--- src/rtl/signed_sequential_divider.sv ---
// Signed restoring divider, one quotient bit per clock.
// Ports: clk, rst, start, dividend, divisor -> busy, done, quotient, remainder, div_by_zero, overflow.
module signed_sequential_divider #(
  parameter int WIDTH = 32
) (
  input  logic             clk,
  input  logic             rst,
  input  logic             start,
  input  logic [WIDTH-1:0] dividend,
  input  logic [WIDTH-1:0] divisor,
  output logic             busy,
  output logic             done,
  output logic [WIDTH-1:0] quotient,
  output logic [WIDTH-1:0] remainder,
  output logic             div_by_zero,
  output logic             overflow
);

  localparam int CW = $clog2(WIDTH + 1);

  typedef enum logic [2:0] {
    S_IDLE,
    S_CALC,
    S_FIX,
    S_ZERO,
    S_DONE
  } state_t;

  state_t r_state;
  state_t w_next;

  logic [WIDTH-1:0] r_mag;
  logic [WIDTH-1:0] r_dvs;
  logic [WIDTH-1:0] r_rem;
  logic [CW-1:0]    r_cnt;
  logic             r_neg_q;
  logic             r_neg_r;
  logic             r_ovf;
  logic             r_done;
  logic [WIDTH-1:0] r_quot;
  logic [WIDTH-1:0] r_remo;
  logic             r_dz;
  logic             r_ov;

  logic [WIDTH-1:0] w_dvd_mag;
  logic [WIDTH-1:0] w_dvs_mag;
  logic [WIDTH:0]   w_shift;
  logic [WIDTH:0]   w_diff;
  logic             w_dz_in;
  logic             w_min;

  assign w_dvd_mag = dividend[WIDTH-1] ?
                     (~dividend + WIDTH'(1)) : dividend;
  assign w_dvs_mag = divisor[WIDTH-1] ?
                     (~divisor + WIDTH'(1)) : divisor;
  assign w_dz_in   = (divisor == '0);
  assign w_min     = (dividend == {1'b1, {(WIDTH-1){1'b0}}});

  // Partial remainder stays below the divisor magnitude,
  // so the shifted value never exceeds WIDTH bits and bit
  // WIDTH of the difference is a valid borrow.
  assign w_shift = {r_rem, r_mag[WIDTH-1]};
  assign w_diff  = w_shift - {1'b0, r_dvs};

  always_ff @(posedge clk) begin
    if (rst) r_state <= S_IDLE;
    else     r_state <= w_next;
  end

  always_comb begin
    w_next = r_state;
    unique case (r_state)
      S_IDLE: begin
        if (start) w_next = w_dz_in ? S_ZERO : S_CALC;
      end
      S_CALC: begin
        if (r_cnt == CW'(1)) w_next = S_FIX;
      end
      S_FIX:   w_next = S_DONE;
      S_ZERO:  w_next = S_DONE;
      S_DONE:  w_next = S_IDLE;
      default: w_next = S_IDLE;
    endcase
  end

  always_ff @(posedge clk) begin
    if (rst) begin
      r_mag   <= '0;
      r_dvs   <= '0;
      r_rem   <= '0;
      r_cnt   <= '0;
      r_neg_q <= 1'b0;
      r_neg_r <= 1'b0;
      r_ovf   <= 1'b0;
      r_done  <= 1'b0;
      r_quot  <= '0;
      r_remo  <= '0;
      r_dz    <= 1'b0;
      r_ov    <= 1'b0;
    end else begin
      // done is a registered copy of the DONE state
      r_done <= (r_state == S_DONE);
      unique case (r_state)
        S_IDLE: begin
          if (start) begin
            r_dz    <= 1'b0;
            r_ov    <= 1'b0;
            r_neg_q <= dividend[WIDTH-1] ^ divisor[WIDTH-1];
            r_neg_r <= dividend[WIDTH-1];
            r_ovf   <= w_min && (divisor == '1);
            // ZERO path reuses r_mag to hold the raw dividend
            r_mag   <= w_dz_in ? dividend : w_dvd_mag;
            r_dvs   <= w_dvs_mag;
            r_rem   <= '0;
            r_cnt   <= CW'(WIDTH);
          end
        end
        S_CALC: begin
          if (!w_diff[WIDTH]) begin
            r_rem <= w_diff[WIDTH-1:0];
            r_mag <= {r_mag[WIDTH-2:0], 1'b1};
          end else begin
            r_rem <= w_shift[WIDTH-1:0];
            r_mag <= {r_mag[WIDTH-2:0], 1'b0};
          end
          r_cnt <= r_cnt - CW'(1);
        end
        S_FIX: begin
          r_quot <= r_neg_q ? (~r_mag + WIDTH'(1)) : r_mag;
          r_remo <= r_neg_r ? (~r_rem + WIDTH'(1)) : r_rem;
          r_ov   <= r_ovf;
        end
        S_ZERO: begin
          r_quot <= '1;
          r_remo <= r_mag;
          r_dz   <= 1'b1;
        end
        default: ;
      endcase
    end
  end

  assign busy        = (r_state == S_CALC) ||
                       (r_state == S_FIX)  ||
                       (r_state == S_ZERO);
  assign done        = r_done;
  assign quotient    = r_quot;
  assign remainder   = r_remo;
  assign div_by_zero = r_dz;
  assign overflow    = r_ov;

endmodule
--- config.mk ---
export PLATFORM = sky130hd
export DESIGN_NAME = signed_sequential_divider
export DESIGN_NICKNAME = d
export VERILOG_FILES = /design/src/rtl/signed_sequential_divider.sv
export SDC_FILE = /design/constraint.sdc
export NUM_CORES = 1
export LEC_CHECK = 0
export ABC_AREA = 1
export BUFFER_PORTS_ARGS = -buffer_cell sky130_fd_sc_hd__buf_2
export CORE_ASPECT_RATIO = 1.5
export CORE_MARGIN = 5
export CORE_UTILIZATION = 35
export DETAILED_ROUTE_END_ITERATION = 8
export SYNTH_ARGS = -nofsm -noshare
export SYNTH_HDL_FRONTEND = slang
export SYNTH_SLANG_ARGS = --single-unit
--- constraint.sdc ---
create_clock -name clk -period 2.27 [get_ports clk]
set_clock_uncertainty 0.2 [all_clocks]
set_input_delay 0.1135 -clock clk [delete_from_list [all_inputs] [get_ports clk]]
set_output_delay 0.1135 -clock clk [all_outputs]
set_load 0.02 [all_outputs]
==> results.json, run 1 <==
{
  "status": "complete, but fails checks",
  "violations": "negative setup slack",
  "drc": 0,
  "place_area_mm2": 0.0158,
  "place.port_buffers": 134,
  "worstPathArrival_ps": 2570,
  "clock_sink_count": 175,
  "timing.max_cap.violations": 0,
  "netlist_instances": 2169,
  "avgSynthCellArea_um2": 6.01,
  "vias_per_cell": 5.12,
  "total_clock_buffers_created_by_cts": 17,
  "placementRows": 86,
  "rrSetupSlack_ps": -160,
  "regToRegStartpoint": "r_mag[31]",
  "timing.final.crit_period_ps": 2430,
  "grt.overflow.total": 0,
  "die-width_um": 168,
  "fin_tns_setup_ps": -4320,
  "drv_slew": 0,
  "max_freq_mhz": 411,
  "yosys_warnings": 0,
  "synth_cell_type_count": 47,
  "setup.worst_path.end_class": "flip-flop",
  "hp-class": "input pin to flip-flop",
  "critical_path.startpoint_type": "flip-flop",
  "coreArea_mm2": 0.0368,
  "hpwlAfterDp_um": 42200,
  "netlist_area_before_placement_mm2": 0.0130,
  "worst_setup_path_startpoint": "r_mag[31]",
  "area_share_of_the_leading_cell_type_in_the_synthesized_netlist_pct": 26.9,
  "htreeDepth": 4,
  "worst_slack_ps": -164,
  "synth-edff-count": 0,
  "critPathKind": "flip-flop to flip-flop",
  "synth.yosys.seq_area_share_pct": 26.9,
  "post-route-period-util_pct": 107,
  "power.leakage_nw": 8.96,
  "timing.critical_path.cells": "inv_2, ha_4, fa_2, inv_2, nand2_2, nand2_2, nand3_2, nand2_2, nand2_2, nand2_4, nand2_8, nand2_8, nand2_8, nand2_8, clkbuf_16, nand2_2, nand3_2, a21oi_1",
  "vdd_ir_drop_max_mv": 0.800,
  "cpMostUsedCell": "nand2_2",
  "worst_hold_startpoint": "divisor[22]",
  "synth-main-ff-cell": "dfxtp_1",
  "drt-pass1-iter-count": 6,
  "finalCoreUtilization_pct": 49.7,
  "synth.ff_latch_count": 175,
  "max-clock-path-buffers": 2,
  "cts_root_buffer": "clkbuf_16",
  "die_y_um": 246,
  "asyncSetResetFlopFracSynth_pct": 0,
  "finalHoldViolations": 0,
  "detail_route.iter0.violations": 855,
  "cp_slowest_cell": "dfxtp_2",
  "critical_path_buf_inv_count": 3,
  "worst_path_dominant_cell_family": "simple AND/OR/NAND/NOR gates",
  "cts_tree": "yes",
  "timing.critical_path.required_ps": 2410,
  "grt_setup_unrepaired": "true",
  "wl_per_cell_um": 17.7,
  "timing.critical_path.fanout_max": 7,
  "grt_util_met1_pct": 24.9,
  "globalRoute.busiestLayer": "met2",
  "power-per-cell-area_mw_per_mm2": 1440,
  "max-slew-margin-rel_pct": 55.0,
  "route.final.wire_length_um": 54000,
  "ant_nets": 0,
  "initial_utilization_pct": 35.4,
  "nNetsFinal": 2657,
  "grt_start_max_net_pins": 55,
  "fraction_of_final_layout_cells_sized_beyond_drive_strength_1_pct": 25.2,
  "slowest_delay_ps": 340,
  "die_area_mm2": 0.0413,
  "grt_first_pass_wirelength_um": 80500,
  "ioPinCount": 135,
  "area.growth.synth_to_final_pct": 40.2,
  "fin_area_mm2": 0.0183,
  "antenna-diode-count": 0,
  "global_route.usage.met3_pct": 2.89,
  "first_global_vias": 14900,
  "clock_insertion_delay_worst_skew_ps": 460,
  "cts.clk_slew.worst_paths_ps": 80,
  "grtUsageMet2_pct": 45.3,
  "finalSetupViolations": 32,
  "globalRouteTotalUtil_pct": 24.8,
  "timing_worst_slew_pin_value_ps": 668,
  "synth.area.top_cells": "dfxtp_1, nand2_1, inv_1",
  "dp_slack_ps": -314,
  "overall_via_count_from_detail_route": 15600,
  "antenna_found_initial": 0,
  "gp_congestion": 0.954,
  "synth_top_area_cell": "dfxtp_1",
  "syn-num-nets": 2276
}
layout by cell type (no fill, tap or decap), types with 19 or more instances in the layout:
cell type | Yosys | routed
dlygate4sd3_1 | 0 | 67
o211ai_1 | 20 | 20
buf_2 | 20 | 133
inv_1 | 357 | 345
buf_4 | 1 | 223
nand4_1 | 31 | 31
nor3_1 | 35 | 30
inv_2 | 8 | 20
xor2_1 | 29 | 29
nand3_1 | 200 | 156
dfxtp_1 | 175 | 161
ha_4 | 0 | 22
o21ai_0 | 109 | 103
nand2_2 | 10 | 47
clkbuf_16 | 0 | 19
o221ai_1 | 30 | 30
nand3_2 | 2 | 40
nor2_1 | 215 | 198
nand2_1 | 516 | 469
a21oi_1 | 170 | 152
o22ai_1 | 32 | 32
worst paths after layout:
path / depth (start not counted) / endpoint
min: 4 / r_dvs[22]
max reg2reg: 18 / r_rem[17]
max: 18 / r_rem[17]
min reg2reg: 1 / r_cnt[5]
metal layers:
layer / up-vias / wire length, µm
met1: 7188 / 19400
met3: 152 / 1530
met4: 0 / 5150
met2: 431 / 27900
met5: - / 0
li1: 7820 / -
metrics by stage:
step	std cells	power (mW)	hold slack, ps
after floorplan	2169	13.1	67.6
final	3047	26.4	19.1
after CTS	3035	24.0	3.25
after global placement	2928	19.3	252
after global routing	3047	28.3	2.46
after detailed placement	2928	19.5	256
area by class of cell:
class                           count  area (µm²)
Clock inverter                     15         168
Tap cell                          484         606
Sequential cell                   175        3520
Timing Repair Buffer              442        3380
Multi-Input combinational cell   1547        8800
Fill cell                        3751       18500
Clock buffer                       17         425
Inverter                          367        1380
sequential cells by signal, indices dropped and copies added (netlist names):
signal       count
div_by_zero      1
done             1
overflow         1
quotient        32
r_cnt            6
r_dvs           32
r_mag           32
r_neg_q          1
r_neg_r          1
r_ovf            1
r_rem           32
r_state          3
remainder       32
kinds of logic (layout without fill, tap and decap cells):
logic type	after synthesis	count (layout)	synth area share [%]
adders and majority gates	40	40	3.90
xor gates and xnor gates	47	47	3.16
DFF	175	175	26.9
AOI/OAI and AO/OA	407	407	17.9
buffers and inverters	447	841	13.4
and+or+nand+nor	1053	1053	34.8
cell usage after synthesis (4+ instances only):
| cell type | n |
|---|---|
| ha_1 | 39 |
| buf_2 | 20 |
| a211oi_1 | 6 |
| nand4_1 | 31 |
| nand2_2 | 10 |
| or2_2 | 4 |
| a21oi_1 | 170 |
| o21ai_0 | 109 |
| o211ai_1 | 20 |
| o221ai_1 | 30 |
| nor2_2 | 8 |
| o22ai_1 | 32 |
| inv_2 | 8 |
| a31oi_1 | 14 |
| buf_6 | 5 |
| nor4_1 | 6 |
| o21ai_1 | 5 |
| buf_1 | 8 |
| dfxtp_1 | 175 |
| nand2_1 | 516 |
| xor2_1 | 29 |
| nand3_1 | 200 |
| o21bai_1 | 13 |
| inv_1 | 357 |
| nor3_1 | 35 |
| nand3b_1 | 9 |
| xnor2_1 | 18 |
| clkbuf_1 | 46 |
| nor2_1 | 215 |
| nor3_2 | 5 |
worst min-delay path: cells and delay by family:
kind,cells,cell delay (ps)
AND/OR/NAND/NOR,1,90
AO/OA/AOI/OAI,1,160
buffers and inverters,2,240
power breakdown:
part	internal [mW]	switching, mW	total, mW	leakage, nW
clock network	1.57	1.48	3.04	0.289
registers	3.54	0.474	4.02	1.43
logic	8.08	11.2	19.3	7.23
total	13.2	13.2	26.4	8.96
what timing repair did:
item,CTS,global route
setup endpoints to repair,40,79
setup buffers,7,10
cloned,1,2
hold buffers,67,1
gates resized for setup,65,167
hold endpoints to repair,76,1
pin swaps,16,47
Note: power is estimated with default switching activity, not from simulation.
==> inputs of run 2 (changes only) <==
==> constraint.sdc (replaced) <==
create_clock -name clk -period 2.32 [get_ports clk]
set_clock_uncertainty 0.2 [all_clocks]
set_input_delay 0.116 -clock clk [delete_from_list [all_inputs] [get_ports clk]]
set_output_delay 0.116 -clock clk [all_outputs]
set_load 0.02 [all_outputs]
==> results.json, run 2 (synthesis gave the netlist of run 1 again) <==
{
  "switchingPower_mw": 12.5,
  "max-clock-path-buffers": 2,
  "nNetsFinal": 2611,
  "critPathKind": "flip-flop to flip-flop",
  "finalHoldWorstSlack_ps": -24.5,
  "status": "complete, but fails checks",
  "numPlacedInstances": 2881,
  "critical_path_buf_inv_count": 4,
  "cellInternalPower_mw": 12.3,
  "grt_start_max_net_pins": 103,
  "worst_slack_ps": -222,
  "layout_commonest_cell": "nand2_1",
  "grt.overflow.total": 0,
  "ioPinCount": 135,
  "timing.critical_path.fanout_max": 7,
  "worstPathArrival_ps": 2720,
  "htreeDepth": 4,
  "setup.worst_path.end_class": "flip-flop",
  "switching_share_pct": 50.5,
  "route.final.wire_length_um": 54200,
  "grt_setup_unrepaired": "true",
  "slowest_delay_ps": 360,
  "placementRows": 86,
  "initial_utilization_pct": 35.4,
  "timing.critical_path.required_ps": 2500,
  "max_freq_mhz": 393,
  "antenna_found_initial": 0,
  "finalSetupViolations": 32,
  "wl_per_cell_um": 18.1,
  "timing.final.crit_period_ps": 2540,
  "ant_nets": 0,
  "place_area_mm2": 0.0154,
  "first_global_vias": 14900,
  "cpMostUsedCell": "nand2_2",
  "clock_insertion_delay_worst_skew_ps": 460,
  "final.fill_count": 3883,
  "drc": 0,
  "overall_via_count_from_detail_route": 15600,
  "hp-class": "input pin to flip-flop",
  "cp_slowest_cell": "fa_2",
  "gp_congestion": 0.992,
  "coreArea_mm2": 0.0368,
  "clock_sink_count": 175,
  "timing_worst_slew_pin_value_ps": 806,
  "die_y_um": 246,
  "dp_slack_ps": -198,
  "cts_root_buffer": "clkbuf_16",
  "layoutNonFillerInstCount": 3000,
  "power-per-cell-area_mw_per_mm2": 1390,
  "power.leakage_nw": 8.80,
  "hpwlAfterDp_um": 41200,
  "fin_tns_setup_ps": -2650,
  "timing.critical_path.cells": "inv_2, ha_4, fa_2, inv_2, nand2_2, nand2_2, nand3_2, nand2_2, nand2_2, nand2_4, nand2_4, nand3_4, buf_6, buf_6, nand2_8, nand2_2, nand3_2, a21oi_2",
  "rrSetupSlack_ps": -220,
  "area.growth.synth_to_final_pct": 36.5,
  "total_clock_buffers_created_by_cts": 17,
  "grt_first_pass_wirelength_um": 81200,
  "fin_area_mm2": 0.0178,
  "critical_path.startpoint_type": "flip-flop",
  "finalCoreUtilization_pct": 48.3,
  "place.port_buffers": 134,
  "drv_slew": 0,
  "post-route-period-util_pct": 110,
  "antenna-diode-count": 0,
  "finalHoldViolations": 2,
  "cts_tree": "yes",
  "cts.clk_slew.worst_paths_ps": 70,
  "violations": "negative hold slack, negative setup slack",
  "vias_per_cell": 5.19,
  "vdd_ir_drop_max_mv": 0.872,
  "clockPowerShare_pct": 12.4,
  "die_area_mm2": 0.0413,
  "timing.max_cap.violations": 0,
  "leading_cell_types_in_the_layout_fill_and_taps_excluded": "nand2_1, inv_1, nor2_1",
  "max-slew-margin-rel_pct": 45.7,
  "fraction_of_final_layout_cells_sized_beyond_drive_strength_1_pct": 22.3,
  "die-width_um": 168,
  "globalRouteTotalUtil_pct": 25.1,
  "share_comb_of_total_power_pct": 71.8,
  "drt-pass1-iter-count": 6,
  "seqPwrFrac_pct": 15.8,
  "worst_path_dominant_cell_family": "simple AND/OR/NAND/NOR gates",
  "detail_route.iter0.violations": 1132
}
[run 2: cell type report]
class | instances | area, µm² | area share, %
Clock buffer | 17 | 425 | 2.39
Inverter | 367 | 1390 | 7.83
Sequential cell | 175 | 3510 | 19.7
Tap cell | 484 | 606 | 3.40
Clock inverter | 14 | 181 | 1.02
Timing Repair inverter | 1 | 8.76 | 0.0492
Timing Repair Buffer | 392 | 3000 | 16.9
Multi-Input combinational cell | 1550 | 8660 | 48.7
[run 2: metrics by stage]
step / hold WS, ps / power, mW
finish: -24.5 / 24.8
global route: 2.99 / 26.6
CTS: 0.562 / 22.6
detailed placement: 257 / 18.1
global placement: 246 / 18.1
floorplan: 70.1 / 12.8
[run 2: metal layers]
layer | share of wire, % | global-route usage (%)
met1 | 35 | 25.0
met2 | 51 | 45.7
met3 | 3.4 | 3.11
met4 | 11 | 21.4
met5 | 0 | 0
[run 2: power groups by stage]
stage               Combinational [mW]  Sequential (mW)  Clock [mW]
global route                      19.4             3.95        3.25
finish                            17.8             3.92        3.08
CTS                               15.6             3.87        3.13
detailed placement                14.2             3.91           0
floorplan                         8.83             3.96           0
global placement                  14.1             3.90           0
[run 2: path summary, 6_finish.rpt]
path / startpoint / to / cells after the start
worst min-delay path: dividend[17] / r_mag[17] / 4
worst max register to register: r_mag[31] / r_rem[16] / 18
worst min register to register: r_cnt[2] / r_cnt[2] / 2
worst max-delay path: r_mag[31] / r_rem[16] / 18
[run 2: worst reg2reg max path, cell delays in order, from the launching register on]
cell and delay (ps):
dfxtp_2 340, inv_2 50, ha_4 160, fa_2 360, inv_2 70, nand2_2 50
nand2_2 70, nand3_2 60, nand2_2 70, nand2_2 60, nand2_4 80, nand2_4 70
nand3_4 80, buf_6 130, buf_6 120, nand2_8 90, nand2_2 90, nand3_2 130
a21oi_2 180
[run 2: what timing repair did]
action,CTS,global route
buffers inserted,10,10
endpoints found under the setup margin,37,78
hold buffers,59,2
cloned,4,5
pin swaps,20,39
gates resized for setup,53,136
endpoints found under the hold margin,61,2
==> inputs of run 3 (changes only) <==
--- a/config.mk
+++ b/config.mk
@@ -11,6 +11,7 @@
 export CORE_MARGIN = 5
 export CORE_UTILIZATION = 35
 export DETAILED_ROUTE_END_ITERATION = 8
+export MAX_ROUTING_LAYER = met4
 export SYNTH_ARGS = -nofsm -noshare
 export SYNTH_HDL_FRONTEND = slang
 export SYNTH_SLANG_ARGS = --single-unit
==> constraint.sdc (replaced) <==
create_clock -name clk -period 2.32 [get_ports clk]
set_clock_uncertainty 0.2 [all_clocks]
set_input_delay 0.116 -clock clk [delete_from_list [all_inputs] [get_ports clk]]
set_output_delay 0.116 -clock clk [all_outputs]
set_load 0.005 [all_outputs]
==> results.json, run 3 (synthesis gave the netlist of run 1 again) <==
{
  "timing.critical_path.cells": "ha_4, nand2_2, inv_1, nand2_1, nand2_1, nand2_1, nand2_2, a21oi_4, nand3_4, buf_12, nand2_8, nand2_1, nand3_1, a21oi_1",
  "initial_utilization_pct": 35.4,
  "cp_slowest_cell": "dfxtp_1",
  "hp-class": "input pin to flip-flop",
  "grt_first_pass_wirelength_um": 78900,
  "cts.clk_slew.worst_paths_ps": 70,
  "max_freq_mhz": 403,
  "critical_path_buf_inv_count": 2,
  "overall_via_count_from_detail_route": 15400,
  "area.growth.synth_to_final_pct": 36.4,
  "htreeDepth": 4,
  "drc": 0,
  "antenna_found_initial": 0,
  "worst_path_dominant_cell_family": "simple AND/OR/NAND/NOR gates",
  "die_area_mm2": 0.0413,
  "drv_slew": 0,
  "hpwlAfterDp_um": 40600,
  "cts_root_buffer": "clkbuf_16",
  "grt_start_max_net_pins": 103,
  "gp_congestion": 0.970,
  "grt_setup_unrepaired": "true",
  "layout_commonest_cell": "nand2_1",
  "clockPowerShare_pct": 11.5,
  "ioPinCount": 135,
  "finalHoldViolations": 0,
  "power-per-cell-area_mw_per_mm2": 1330,
  "slowest_delay_ps": 440,
  "max-slew-margin-rel_pct": 45.6,
  "power.leakage_nw": 8.83,
  "max-clock-path-buffers": 2,
  "seqPwrFrac_pct": 16.5,
  "cellInternalPower_mw": 11.6,
  "worst_slack_ps": -159,
  "die_y_um": 246,
  "post-route-period-util_pct": 107,
  "grt.overflow.total": 0,
  "rrSetupSlack_ps": -160,
  "share_comb_of_total_power_pct": 72.0,
  "timing.final.crit_period_ps": 2480,
  "setup.worst_path.end_class": "flip-flop",
  "cts_tree": "yes",
  "nNetsFinal": 2620,
  "leading_cell_types_in_the_layout_fill_and_taps_excluded": "nand2_1, inv_1, nor2_1",
  "globalRouteTotalUtil_pct": 25.1,
  "wl_per_cell_um": 17.6,
  "timing.max_cap.violations": 0,
  "clock_insertion_delay_worst_skew_ps": 470,
  "vdd_ir_drop_max_mv": 0.904,
  "switching_share_pct": 50.8,
  "final.fill_count": 3784,
  "antenna-diode-count": 0,
  "route.final.wire_length_um": 53000,
  "cpMostUsedCell": "nand2_1",
  "coreArea_mm2": 0.0368,
  "total_clock_buffers_created_by_cts": 17,
  "finalCoreUtilization_pct": 48.3,
  "timing.critical_path.fanout_max": 7,
  "clock_sink_count": 175,
  "worstPathArrival_ps": 2600,
  "vias_per_cell": 5.10,
  "place.port_buffers": 134,
  "critical_path.startpoint_type": "flip-flop",
  "drt-pass1-iter-count": 5,
  "fraction_of_final_layout_cells_sized_beyond_drive_strength_1_pct": 21.9,
  "ant_nets": 0,
  "finalHoldWorstSlack_ps": 21.5,
  "critPathKind": "flip-flop to flip-flop",
  "placementRows": 86,
  "timing.critical_path.required_ps": 2440,
  "timing_worst_slew_pin_value_ps": 807,
  "finalSetupViolations": 32,
  "violations": "negative setup slack",
  "switchingPower_mw": 12.0,
  "detail_route.iter0.violations": 1006,
  "die-width_um": 168,
  "status": "complete, but fails checks",
  "first_global_vias": 14600
}
[run 3: layout make-up]
type,count,area [µm²],area share (%)
multi-input combinational,1549,8670,48.8
sequential,175,3510,19.7
timing repair buffer,402,3070,17.3
inverter,367,1390,7.82
tap,484,606,3.41
clock buffer,19,433,2.44
clock inverter,12,86.3,0.486
timing repair inverter,1,8.76,0.0493
[run 3: worst min-delay path, cell delays in order]
cell	delay (ps)
buf_4	120
buf_12	220
a21oi_1	160
[run 3: what timing repair did]
| item | in CTS | in global routing |
|---|---|---|
| pin swaps | 13 | 40 |
| hold buffers | 66 | 2 |
| endpoints found under the hold margin | 84 | 2 |
| endpoints found under the setup margin | 36 | 79 |
| buffers inserted | 2 | 6 |
| cloned | 2 | 5 |
| gates resized for setup | 44 | 129 |
[run 3: worst paths after layout]
check            start        end  cells past startpoint
max          r_rem[17]  r_rem[17]                     14
min                rst  r_mag[15]                      3
max reg2reg  r_rem[17]  r_rem[17]                     14
min reg2reg    r_neg_q    r_neg_q                      2
[run 3: power groups by stage]
stage               Sequential, mW  Combinational (mW)  Clock [mW]
floorplan                     3.85                8.83           0
detailed placement            3.90                14.2           0
global placement              3.89                14.1           0
finish                        3.90                17.0        2.72
global route                  3.93                18.7        2.88
CTS                           3.85                15.1        2.77
[run 3: per-stage QoR]
| stage | area [µm²] | total power [mW] | std cells | setup TNS [ps] | setup slack (ps) |
|---|---|---|---|---|---|
| 2_1_floorplan | 13100 | 12.7 | 2169 | 0 | 16.8 |
| 3_3_place_gp | 15500 | 18.0 | 2895 | -4050 | -160 |
| 3_5_place_dp | 15500 | 18.1 | 2895 | -5040 | -212 |
| 4_1_cts | 17000 | 21.7 | 2996 | -2600 | -108 |
| 5_1_grt | 17800 | 25.5 | 3009 | -7300 | -262 |
| 6_report | 17800 | 23.6 | 3009 | -3130 | -159 |
[run 3: metal layers]
metal / vias up / part of all wire [%] / track usage [%]
met5: - / 0 / -
met4: 0 / 8.7 / 18.6
met3: 152 / 3.1 / 2.74
met2: 419 / 52 / 45.3
met1: 7038 / 36 / 24.7
li1: 7747 / - / -
